<file path="src/rtl/xif_multi_outstanding_accel_pkg.sv">
// Shared types and helpers for the multi-outstanding XIF accelerator:
// slot payload, op decode and the single-cycle ALU evaluated at issue time.
package xif_multi_outstanding_accel_pkg;

   localparam int unsigned DATA_W = 32;
   localparam int unsigned ID_W   = 4;
   localparam int unsigned CNT_W  = 8;

   localparam logic [2:0] FUNCT3_ADDI = 3'b000;
   localparam logic [2:0] FUNCT3_SLLI = 3'b001;
   localparam logic [2:0] FUNCT3_XORI = 3'b010;

   typedef enum logic [1:0] {
      OP_ADDI,
      OP_SLLI,
      OP_XORI,
      OP_NONE
   } op_e;

   typedef struct packed {
      logic [ID_W-1:0]   id;
      logic [4:0]        rd;
      logic [DATA_W-1:0] data;
      logic [CNT_W-1:0]  countdown;
      logic              committed;
      logic              killed;
   } slot_t;

   function automatic op_e decode(input logic [31:0] instr, input logic [6:0] opcode);
      op_e op;
      op = OP_NONE;
      if (instr[6:0] == opcode) begin
         case (instr[14:12])
            FUNCT3_ADDI: op = OP_ADDI;
            FUNCT3_SLLI: op = OP_SLLI;
            FUNCT3_XORI: op = OP_XORI;
            default:     op = OP_NONE;
         endcase
      end
      return op;
   endfunction

   // imm_s is the sign-extended immediate, imm_z the zero-extended one
   function automatic logic [DATA_W-1:0] alu(input op_e op, input logic [DATA_W-1:0] rs1,
                                             input logic [DATA_W-1:0] imm_s,
                                             input logic [DATA_W-1:0] imm_z);
      logic [DATA_W-1:0] res;
      res = '0;
      case (op)
         OP_ADDI: res = rs1 + imm_s;
         OP_SLLI: res = rs1 << imm_s[4:0];
         OP_XORI: res = rs1 ^ imm_z;
         default: res = '0;
      endcase
      return res;
   endfunction

endpackage

</file>
<file path="src/rtl/xif_mo_slot_buffer.sv">
// Circular in-flight slot buffer: allocation at tail, in-order free at head,
// commit/kill matching by XIF id and per-slot latency countdown.
module xif_mo_slot_buffer
   import xif_multi_outstanding_accel_pkg::*;
#(
   parameter int unsigned DEPTH = 4
) (
   input  logic                   clk_i,
   input  logic                   rst_ni,
   input  logic                   alloc_i,
   input  slot_t                  alloc_slot_i,
   input  logic                   commit_valid_i,
   input  logic [ID_W-1:0]        commit_id_i,
   input  logic                   commit_kill_i,
   input  logic                   pop_i,
   output slot_t                  head_slot_o,
   output logic                   head_occupied_o,
   output logic [$clog2(DEPTH):0] count_o
);

   localparam int unsigned PTR_W = $clog2(DEPTH);

   slot_t             slots [DEPTH];
   logic [DEPTH-1:0]  occupied;
   logic [PTR_W-1:0]  head;
   logic [PTR_W-1:0]  tail;
   logic [PTR_W:0]    count;

   // Later assignments win: pop clears the head, then a same-cycle alloc may reuse it
   always_ff @(posedge clk_i) begin
      if (!rst_ni) begin
         for (int unsigned i = 0; i < DEPTH; i++) begin
            slots[PTR_W'(i)] <= '0;
         end
         occupied <= '0;
         head     <= '0;
         tail     <= '0;
         count    <= '0;
      end else begin
         for (int unsigned i = 0; i < DEPTH; i++) begin
            if (occupied[PTR_W'(i)]) begin
               if (slots[PTR_W'(i)].countdown != '0) begin
                  slots[PTR_W'(i)].countdown <= slots[PTR_W'(i)].countdown - CNT_W'(1);
               end
               if (commit_valid_i && (slots[PTR_W'(i)].id == commit_id_i) &&
                   !slots[PTR_W'(i)].committed && !slots[PTR_W'(i)].killed) begin
                  if (commit_kill_i) begin
                     slots[PTR_W'(i)].killed <= 1'b1;
                  end else begin
                     slots[PTR_W'(i)].committed <= 1'b1;
                  end
               end
            end
         end
         if (pop_i) begin
            slots[head]    <= '0;
            occupied[head] <= 1'b0;
            head           <= head + PTR_W'(1);
         end
         if (alloc_i) begin
            slots[tail]    <= alloc_slot_i;
            occupied[tail] <= 1'b1;
            tail           <= tail + PTR_W'(1);
         end
         if (alloc_i && !pop_i) begin
            count <= count + (PTR_W+1)'(1);
         end else if (!alloc_i && pop_i) begin
            count <= count - (PTR_W+1)'(1);
         end
      end
   end

   assign head_slot_o     = slots[head];
   assign head_occupied_o = occupied[head];
   assign count_o         = count;

endmodule

</file>
<file path="src/rtl/xif_multi_outstanding_accel.sv">
// CORE-V-XIF coprocessor with several instructions in flight: decodes and
// computes at issue, waits for commit/kill, returns results in issue order.
module xif_multi_outstanding_accel
   import xif_multi_outstanding_accel_pkg::*;
#(
   parameter int unsigned WIDTH     = 32,
   parameter int unsigned IMM_WIDTH = 12,
   parameter int unsigned ID_WIDTH  = 4,
   parameter int unsigned DEPTH     = 4,
   parameter int unsigned LATENCY   = 3,
   parameter logic [6:0]  OPCODE    = 7'b1110111
) (
   input  logic                clk_i,
   input  logic                rst_ni,
   input  logic                issue_valid_i,
   output logic                issue_ready_o,
   input  logic [31:0]         issue_instr_i,
   input  logic [ID_WIDTH-1:0] issue_id_i,
   input  logic [WIDTH-1:0]    issue_rs1_i,
   input  logic                issue_rs1_valid_i,
   output logic                issue_accept_o,
   output logic                issue_writeback_o,
   input  logic                commit_valid_i,
   input  logic [ID_WIDTH-1:0] commit_id_i,
   input  logic                commit_kill_i,
   output logic                result_valid_o,
   input  logic                result_ready_i,
   output logic [ID_WIDTH-1:0] result_id_o,
   output logic [4:0]          result_rd_o,
   output logic                result_we_o,
   output logic [WIDTH-1:0]    result_data_o,
   output logic                busy_o
);

   localparam int unsigned CNT_BITS = $clog2(DEPTH) + 1;

   op_e                 op;
   logic                match;
   logic [IMM_WIDTH-1:0] imm;
   logic [DATA_W-1:0]   imm_s;
   logic [DATA_W-1:0]   imm_z;
   slot_t               alloc_slot;
   slot_t               head_slot;
   logic                head_occupied;
   logic                alloc;
   logic                pop;
   logic [CNT_BITS-1:0] count;
   logic                unused_rs1_field;

   assign unused_rs1_field = ^issue_instr_i[19:15];

   // Decode and issue handshake; readiness deliberately ignores same-cycle retirement
   always_comb begin
      op    = decode(issue_instr_i, OPCODE);
      match = (op != OP_NONE);
      imm   = issue_instr_i[31:32-IMM_WIDTH];
      imm_s = DATA_W'($signed(imm));
      imm_z = DATA_W'(imm);
      issue_accept_o    = match;
      issue_writeback_o = match;
      issue_ready_o     = match ? ((count < CNT_BITS'(DEPTH)) && issue_rs1_valid_i)
                                : issue_valid_i;
      alloc = issue_valid_i && issue_ready_o && match;
   end

   always_comb begin
      alloc_slot           = '0;
      alloc_slot.id        = ID_W'(issue_id_i);
      alloc_slot.rd        = issue_instr_i[11:7];
      alloc_slot.data      = alu(op, DATA_W'(issue_rs1_i), imm_s, imm_z);
      alloc_slot.countdown = CNT_W'(LATENCY);
   end

   // Head presents its result only once done and committed; a killed head drains silently
   always_comb begin
      result_valid_o = head_occupied && (head_slot.countdown == '0) &&
                       head_slot.committed && !head_slot.killed;
      pop            = head_occupied &&
                       (head_slot.killed || (result_valid_o && result_ready_i));
      result_we_o    = result_valid_o;
      result_id_o    = result_valid_o ? ID_WIDTH'(head_slot.id) : '0;
      result_rd_o    = result_valid_o ? head_slot.rd : '0;
      result_data_o  = result_valid_o ? WIDTH'(head_slot.data) : '0;
      busy_o         = (count != '0);
   end

   xif_mo_slot_buffer #(
      .DEPTH (DEPTH)
   ) u_slot_buffer (
      .clk_i           (clk_i),
      .rst_ni          (rst_ni),
      .alloc_i         (alloc),
      .alloc_slot_i    (alloc_slot),
      .commit_valid_i  (commit_valid_i),
      .commit_id_i     (ID_W'(commit_id_i)),
      .commit_kill_i   (commit_kill_i),
      .pop_i           (pop),
      .head_slot_o     (head_slot),
      .head_occupied_o (head_occupied),
      .count_o         (count)
   );

endmodule

</file>
<file path="config.mk">
export PLATFORM = sky130hd
export DESIGN_NAME = xif_multi_outstanding_accel
export DESIGN_NICKNAME = d
export VERILOG_FILES = /design/src/rtl/xif_multi_outstanding_accel_pkg.sv /design/src/rtl/xif_mo_slot_buffer.sv /design/src/rtl/xif_multi_outstanding_accel.sv
export SDC_FILE = /design/constraint.sdc
export NUM_CORES = 1
export LEC_CHECK = 0
export BUFFER_PORTS_ARGS = -buffer_cell sky130_fd_sc_hd__buf_4
export CAP_MARGIN = 25
export CELL_PAD_IN_SITES_DETAIL_PLACEMENT = 0
export CELL_PAD_IN_SITES_GLOBAL_PLACEMENT = 1
export CORE_ASPECT_RATIO = 1.75
export CORE_MARGIN = 1
export CORE_UTILIZATION = 52
export CTS_CLUSTER_SIZE = 14
export DETAILED_ROUTE_END_ITERATION = 10
export PLACE_DENSITY_LB_ADDON = 0.1
export SLEW_MARGIN = 20
export SYNTH_ARGS = -nofsm -noshare
export SYNTH_HDL_FRONTEND = slang
export SYNTH_HIERARCHICAL = 1
export SYNTH_SLANG_ARGS = --single-unit
</file>
<file path="constraint.sdc">
create_clock -name clk_i -period 11.15 [get_ports clk_i]
set_input_delay 1.6725 -clock clk_i [delete_from_list [all_inputs] [get_ports clk_i]]
set_output_delay 1.6725 -clock clk_i [all_outputs]
set_load 0.1 [all_outputs]
</file>
# [After elaboration in Yosys (flattened, before gate mapping)]
# Memories as Yosys holds them, arrays and structs flattened. A register that Yosys moved wholly into a read port is not among the register bits.
# Index checks and enable logic that the tools add are counted.
[totals] in_bits=79 mem_bits_rw=204 register_bits=11 memories=1 wordCells=180
[op_classes] reduce_logical=45 n_shift=1 eq_ne=10 addsub=9 order_cmp=5 n_bitwise=16 n_mux=89
[memory_table] memory="u_slot_buffer.slots" depth=4 word_bits=51 rd=5 rd_ports_with_merged_regs=1 wr=6 line="xif_mo_slot_buffer.sv:23" source="slot_t slots [DEPTH];"
[op_table] cell="$pmux 32 s3" n=1
[op_table] cell="$mux 1" n=69
[op_table] cell="$add 32x32->32" n=1
[op_table] cell="$mux 32" n=1
[op_table] cell="$mux 8" n=4
[op_table] cell="$reduce_bool 8->1" n=4
[op_table] cell="$shl 32x5->32" n=1
[op_table] cell="$sub 8x1->8 const B" n=4
[op_table] cell="$xor 32x12->32" n=1
[op_table] cell="$logic_and 1x1->1" n=24
[op_table] cell="$eq 4x4->1" n=4
[op_table] cell="$mux 4" n=4
[op_table] cell="$or 1x1->1" n=12
[op_table] cell="$logic_not 1->1" n=11
[op_table] cell="$logic_not 8->1" n=1
[op_table] cell="$eq 7x7->1 const B" n=1
[op_table] cell="$lt 2x3->1 const B" n=2
[op_table] cell="$mux 2" n=3
[op_table] cell="$mux 3" n=2
[op_table] cell="$pmux 2 s3" n=1
[op_table] cell="$mux 5" n=1
[op_table] cell="$add 2x1->2 const B" n=2
[op_table] cell="$and 4x4->4" n=1
[op_table] cell="$demux 1 s2" n=2
[op_table] cell="other kinds (17)" n=18

# [Depth between registers and ports, before layout]
[logic_depth] depth_word=12 depth_mapped=16

# [By module]
# The synthesis kept the hierarchy.
[modules_own_cells] module="xif_mo_slot_buffer" cells_per_inst=742 n_inst=1 area_each_um2=10408.7 seq_area_each_um2=6326.1
[modules_own_cells] module="xif_multi_outstanding_accel" cells_per_inst=590 n_inst=1 area_each_um2=3942.5 seq_area_each_um2=0.0

# [Worst setup path after synthesis]
# OpenSTA, ideal clock, no wires.
[synth_path] path_kind="input-to-output" startpoint="input issue_instr_i[14]" endpoint="output issue_ready_o" n_path_buf=0 path_slack_ns=5.032 required_time_ns=9.477 cell_stages=4 arrival_ns=4.446 cell_sequence="nor4bb_1 nand2_1 a21oi_1 mux2_2"
[synth_between] elab_chain_cells=5 word_cells_on_any_way=7
[synth_rtl] element="from (decl)" line="xif_multi_outstanding_accel.sv:17" source="input logic [31:0] issue_instr_i,"
[synth_rtl] element="$eq 3x2->1 (tied with other cells)" line="xif_multi_outstanding_accel_pkg.sv:33" source="case (instr[14:12])"
[synth_rtl] element="$pmux 2 s3 *" line="xif_multi_outstanding_accel_pkg.sv:33"
[synth_rtl] element="$mux 2 *" line="xif_multi_outstanding_accel_pkg.sv:32" source="if (instr[6:0] == opcode) begin"
[synth_rtl] element="$ne 2x2->1 *" line="xif_multi_outstanding_accel.sv:55" source="match = (op != OP_NONE);"
[synth_rtl] element="net issue_accept_o" line="xif_multi_outstanding_accel.sv:21" source="output logic issue_accept_o,"
[synth_rtl] element="$mux 1 *" line="xif_multi_outstanding_accel.sv:61" source="issue_ready_o = match ? ((count < CNT_BITS'(DEPTH)) && issue_rs1_valid_i)"
[synth_rtl] element="to (decl)" line="xif_multi_outstanding_accel.sv:16" source="output logic issue_ready_o,"
# The timed path passes the listed nets; every way through them passes the cells marked *.

==> results.md <==
- Async set or reset register ratio after synthesis: 0
- Inst Count DP: 1,786
- Final Cycle Share: 0.499
- Num ports: around 130
- Inserted Clock Buffers: 19
- Gpl congestion: 0.921
- Nets: roughly 1,600
- First-pass GRT wire length: between 60,000 and 70,000 um
- RSZ-0062 raised after global routing: false
- Adder-cell share of the synthesized area: 0.0455
- Vias per cell: 5.86
- Worst-case vdd ir drop: roughly 0.073 mV
- Gate Count Post-Synth: roughly 1,300
- Buffers on Ports: 120
- Initial antenna violation count: 0
- Yosys reg bits: between 200 and 250
- Critical-path cell list: buf_4 -> mux4_2 -> nor4_1 -> and4_1 -> buf_4 -> and2_1 -> buf_4
- Status: complete, no violations
- Post-synthesis mux area share: 0.132
- Worst-path fanout max: 51
- Skew final: between 0.01 and 0.015 ns
- Hold Path Class: register to register
- Clock root cell: clkbuf_16
- Main synth FF type: edfxtp_1
- Final Critical Period: around 5.6 ns
- DRT iter0 DRCs: just under 600
- # rows: 80
- Synthesized area: roughly 14,000 um2
- Max-Cap Viols: 0
- Final worst setup slack: between 5 and 6 ns
- Largest family of logic cells by synthesized area: simple AND/OR/NAND/NOR gates
- Crit path largest cell delay: about 0.78 ns
- Die width: 128 um
- Area Overhead vs Synth: 12.5%
- EDFF count, synth: around 200
- Netlist cell types: 77
- Critical Path RT: 9.48 ns
- Worst relative slew slack: 0.446
- Least-Margin Pin Slew: between 0.8 and 0.9 ns
- Slowest-stage cell, CP: and4_1
- Routed WL per cell: about 22 um
- Remaining antenna violation count: 0
- Die area: 28,300 um2
- Yosys warns: 6
- Final setup vio count: 0
- Post-synthesis sequential area ratio: 0.441
- Core Region: between 20,000 and 30,000 um2
- Power Density: between 100 and 150 nW/um2
- Clock buffer depth: 3
- DPL Wire Length: 29,100 um
- Post_cts resized: 0
- Hold_buf cts: 0
- Routed vias: about 11,000
- Post-synthesis simple-gate area fraction: 0.187
- Fin util: 0.593
- 1st-pass router iterations: 5
- Initial core utilization: 0.527
- WS Path Type: register to output pin
- Clock sink count: ~220
- Final Power: about 0.0018 W
- Gr usage total: 0.290
- Vias in the first global route: roughly 11,000
- Leak pwr: 6.27 nW
- Post-Route Setup TNS: 0 ns
- CTS H-Tree Depth: 1
- Startpoint types: register
- DRC: 0
- Total Wirelength: about 40,000 um
- Largest net degree at the start of global routing: 53
- Layout cells sized above 1: 0.176
- Post-synthesis compound-gate area fraction: 0.119
- Setup Buffers After CTS: 0
- Final Hold Viols: 0
- Maximum clock rate: ~180 MHz
- Non-Filler Instances: ~1,800
- Synthesized area per cell: 10.8 um2
- # diodes: 0
- Synth Area in XOR/XNOR: 0.0403
- Grt total ovfl: 0
- Die Ht: about 220 um
- Clock Latency Late Sink: around 0.49 ns
- Final slew viol count: 0
- Most frequent cell on the critical path: buf_4
- CTS clk-pin slew, worst paths: 0.07 ns
- Crit path capture type: output pin
- CTS tree: yes
- Worst EP arrival: 3.89 ns
- Dpl ws: 5.87 ns
## cells in the mapped netlist, drive strengths merged (29+ instances only)
library cell  instances  area, um2
inv                  37        139
nor2                 52        195
a21oi                63        319
xor2                 29        254
nand2               145        547
o21ai                81        405
and2                216       1350
clkbuf               65        259
ha                   49        613
mux4                 69       1550
edfxtp              198       5950
xnor2                37        324
## per-stage QoR
| step | hold WS, ns | instance area [um2] |
|---|---|---|
| after floorplan | 0.458 | 14500 |
| after global placement | 0.492 | 15600 |
| after detailed placement | 0.497 | 15600 |
| after CTS | 0.507 | 16100 |
| after global routing | 0.549 | 16100 |
| final | 0.507 | 16100 |
## per-layer routing
| layer | global-route usage | up-vias | part of all wire |
|---|---|---|---|
| met3 | 0.0205 | 104 | 0.029 |
| li1 | - | 5032 | - |
| met2 | 0.575 | 309 | 0.57 |
| met5 | 0 | - | 0 |
| met1 | 0.285 | 5183 | 0.34 |
| met4 | 0.172 | 0 | 0.062 |
## layout by cell type (no fill, tap or decap), types with 17 or more instances in the layout
master and n:
buf_4 132, clkbuf_16 19, o21ai_0 50, xor2_1 29
conb_1 40, dfxtp_1 17, a21o_1 21, edfxtp_1 198
inv_1 33, and2_1 216, ha_1 49, nand2_1 143
nor2_1 52, xnor2_1 37, a22oi_1 17, o21ai_1 31
mux2i_1 26, mux4_2 69, a21oi_1 62
## worst max-delay path, delay by kind of cell, from the launching register on
| kind | cells | cell delay [ns] |
|---|---|---|
| DFF | 1 | 0.31 |
| and+or+nand+nor | 3 | 1.19 |
| buffers and inverters | 3 | 1.24 |
| muxes | 1 | 0.59 |
## final timing paths
kind / slack (ns) / start / end / cells past startpoint
setup / recovery: 5.59 / register / result_data_o[19] / 7
hold / removal: 0.51 / u_slot_buffer/count_o[2]$_SDFFE_PN0P_ / u_slot_buffer/count_o[2]$_SDFFE_PN0P_ / 2
setup reg to reg: 5.98 / register / u_slot_buffer/slots[1][35]$_DFFE_PP_ / 10
hold reg to reg: 0.51 / u_slot_buffer/count_o[2]$_SDFFE_PN0P_ / u_slot_buffer/count_o[2]$_SDFFE_PN0P_ / 2
## cell type report
cell class                      instances  area, um2
Clock buffer                           25        498
Clock inverter                          2       8.76
Timing Repair Buffer                  134       1040
Sequential cell                       217       6330
Fill cell                            2406      11100
Tap cell                              369        462
Inverter                               37        139
Multi-Input combinational cell       1030       7660
## registers in the layout, summed over array words and instances, names as in the netlist, named ones only
register,flops
u_slot_buffer/occupied,4
u_slot_buffer/head,2
u_slot_buffer/tail,2
u_slot_buffer/count_o,3
u_slot_buffer/slots,204
## logic make-up after synthesis
family,count (synthesis)
AO/OA/AOI/OAI,265
XOR/XNOR,66
adder cells (fa/ha/maj),51
buffers and inverters,123
flip-flops,217
multiplexers,102
other,2
AND/OR/NAND/NOR,506
## power breakdown
group	total (W)	internal (W)	switching (W)	leakage [nW]
Clock	0.000580	0.000311	0.000269	0.247
Sequential	0.000920	0.000907	0.0000122	2.22
Combinational	0.000275	0.000107	0.000168	3.81
Total	0.00177	0.00132	0.000449	6.27
Power figures use the tool's default switching activity.
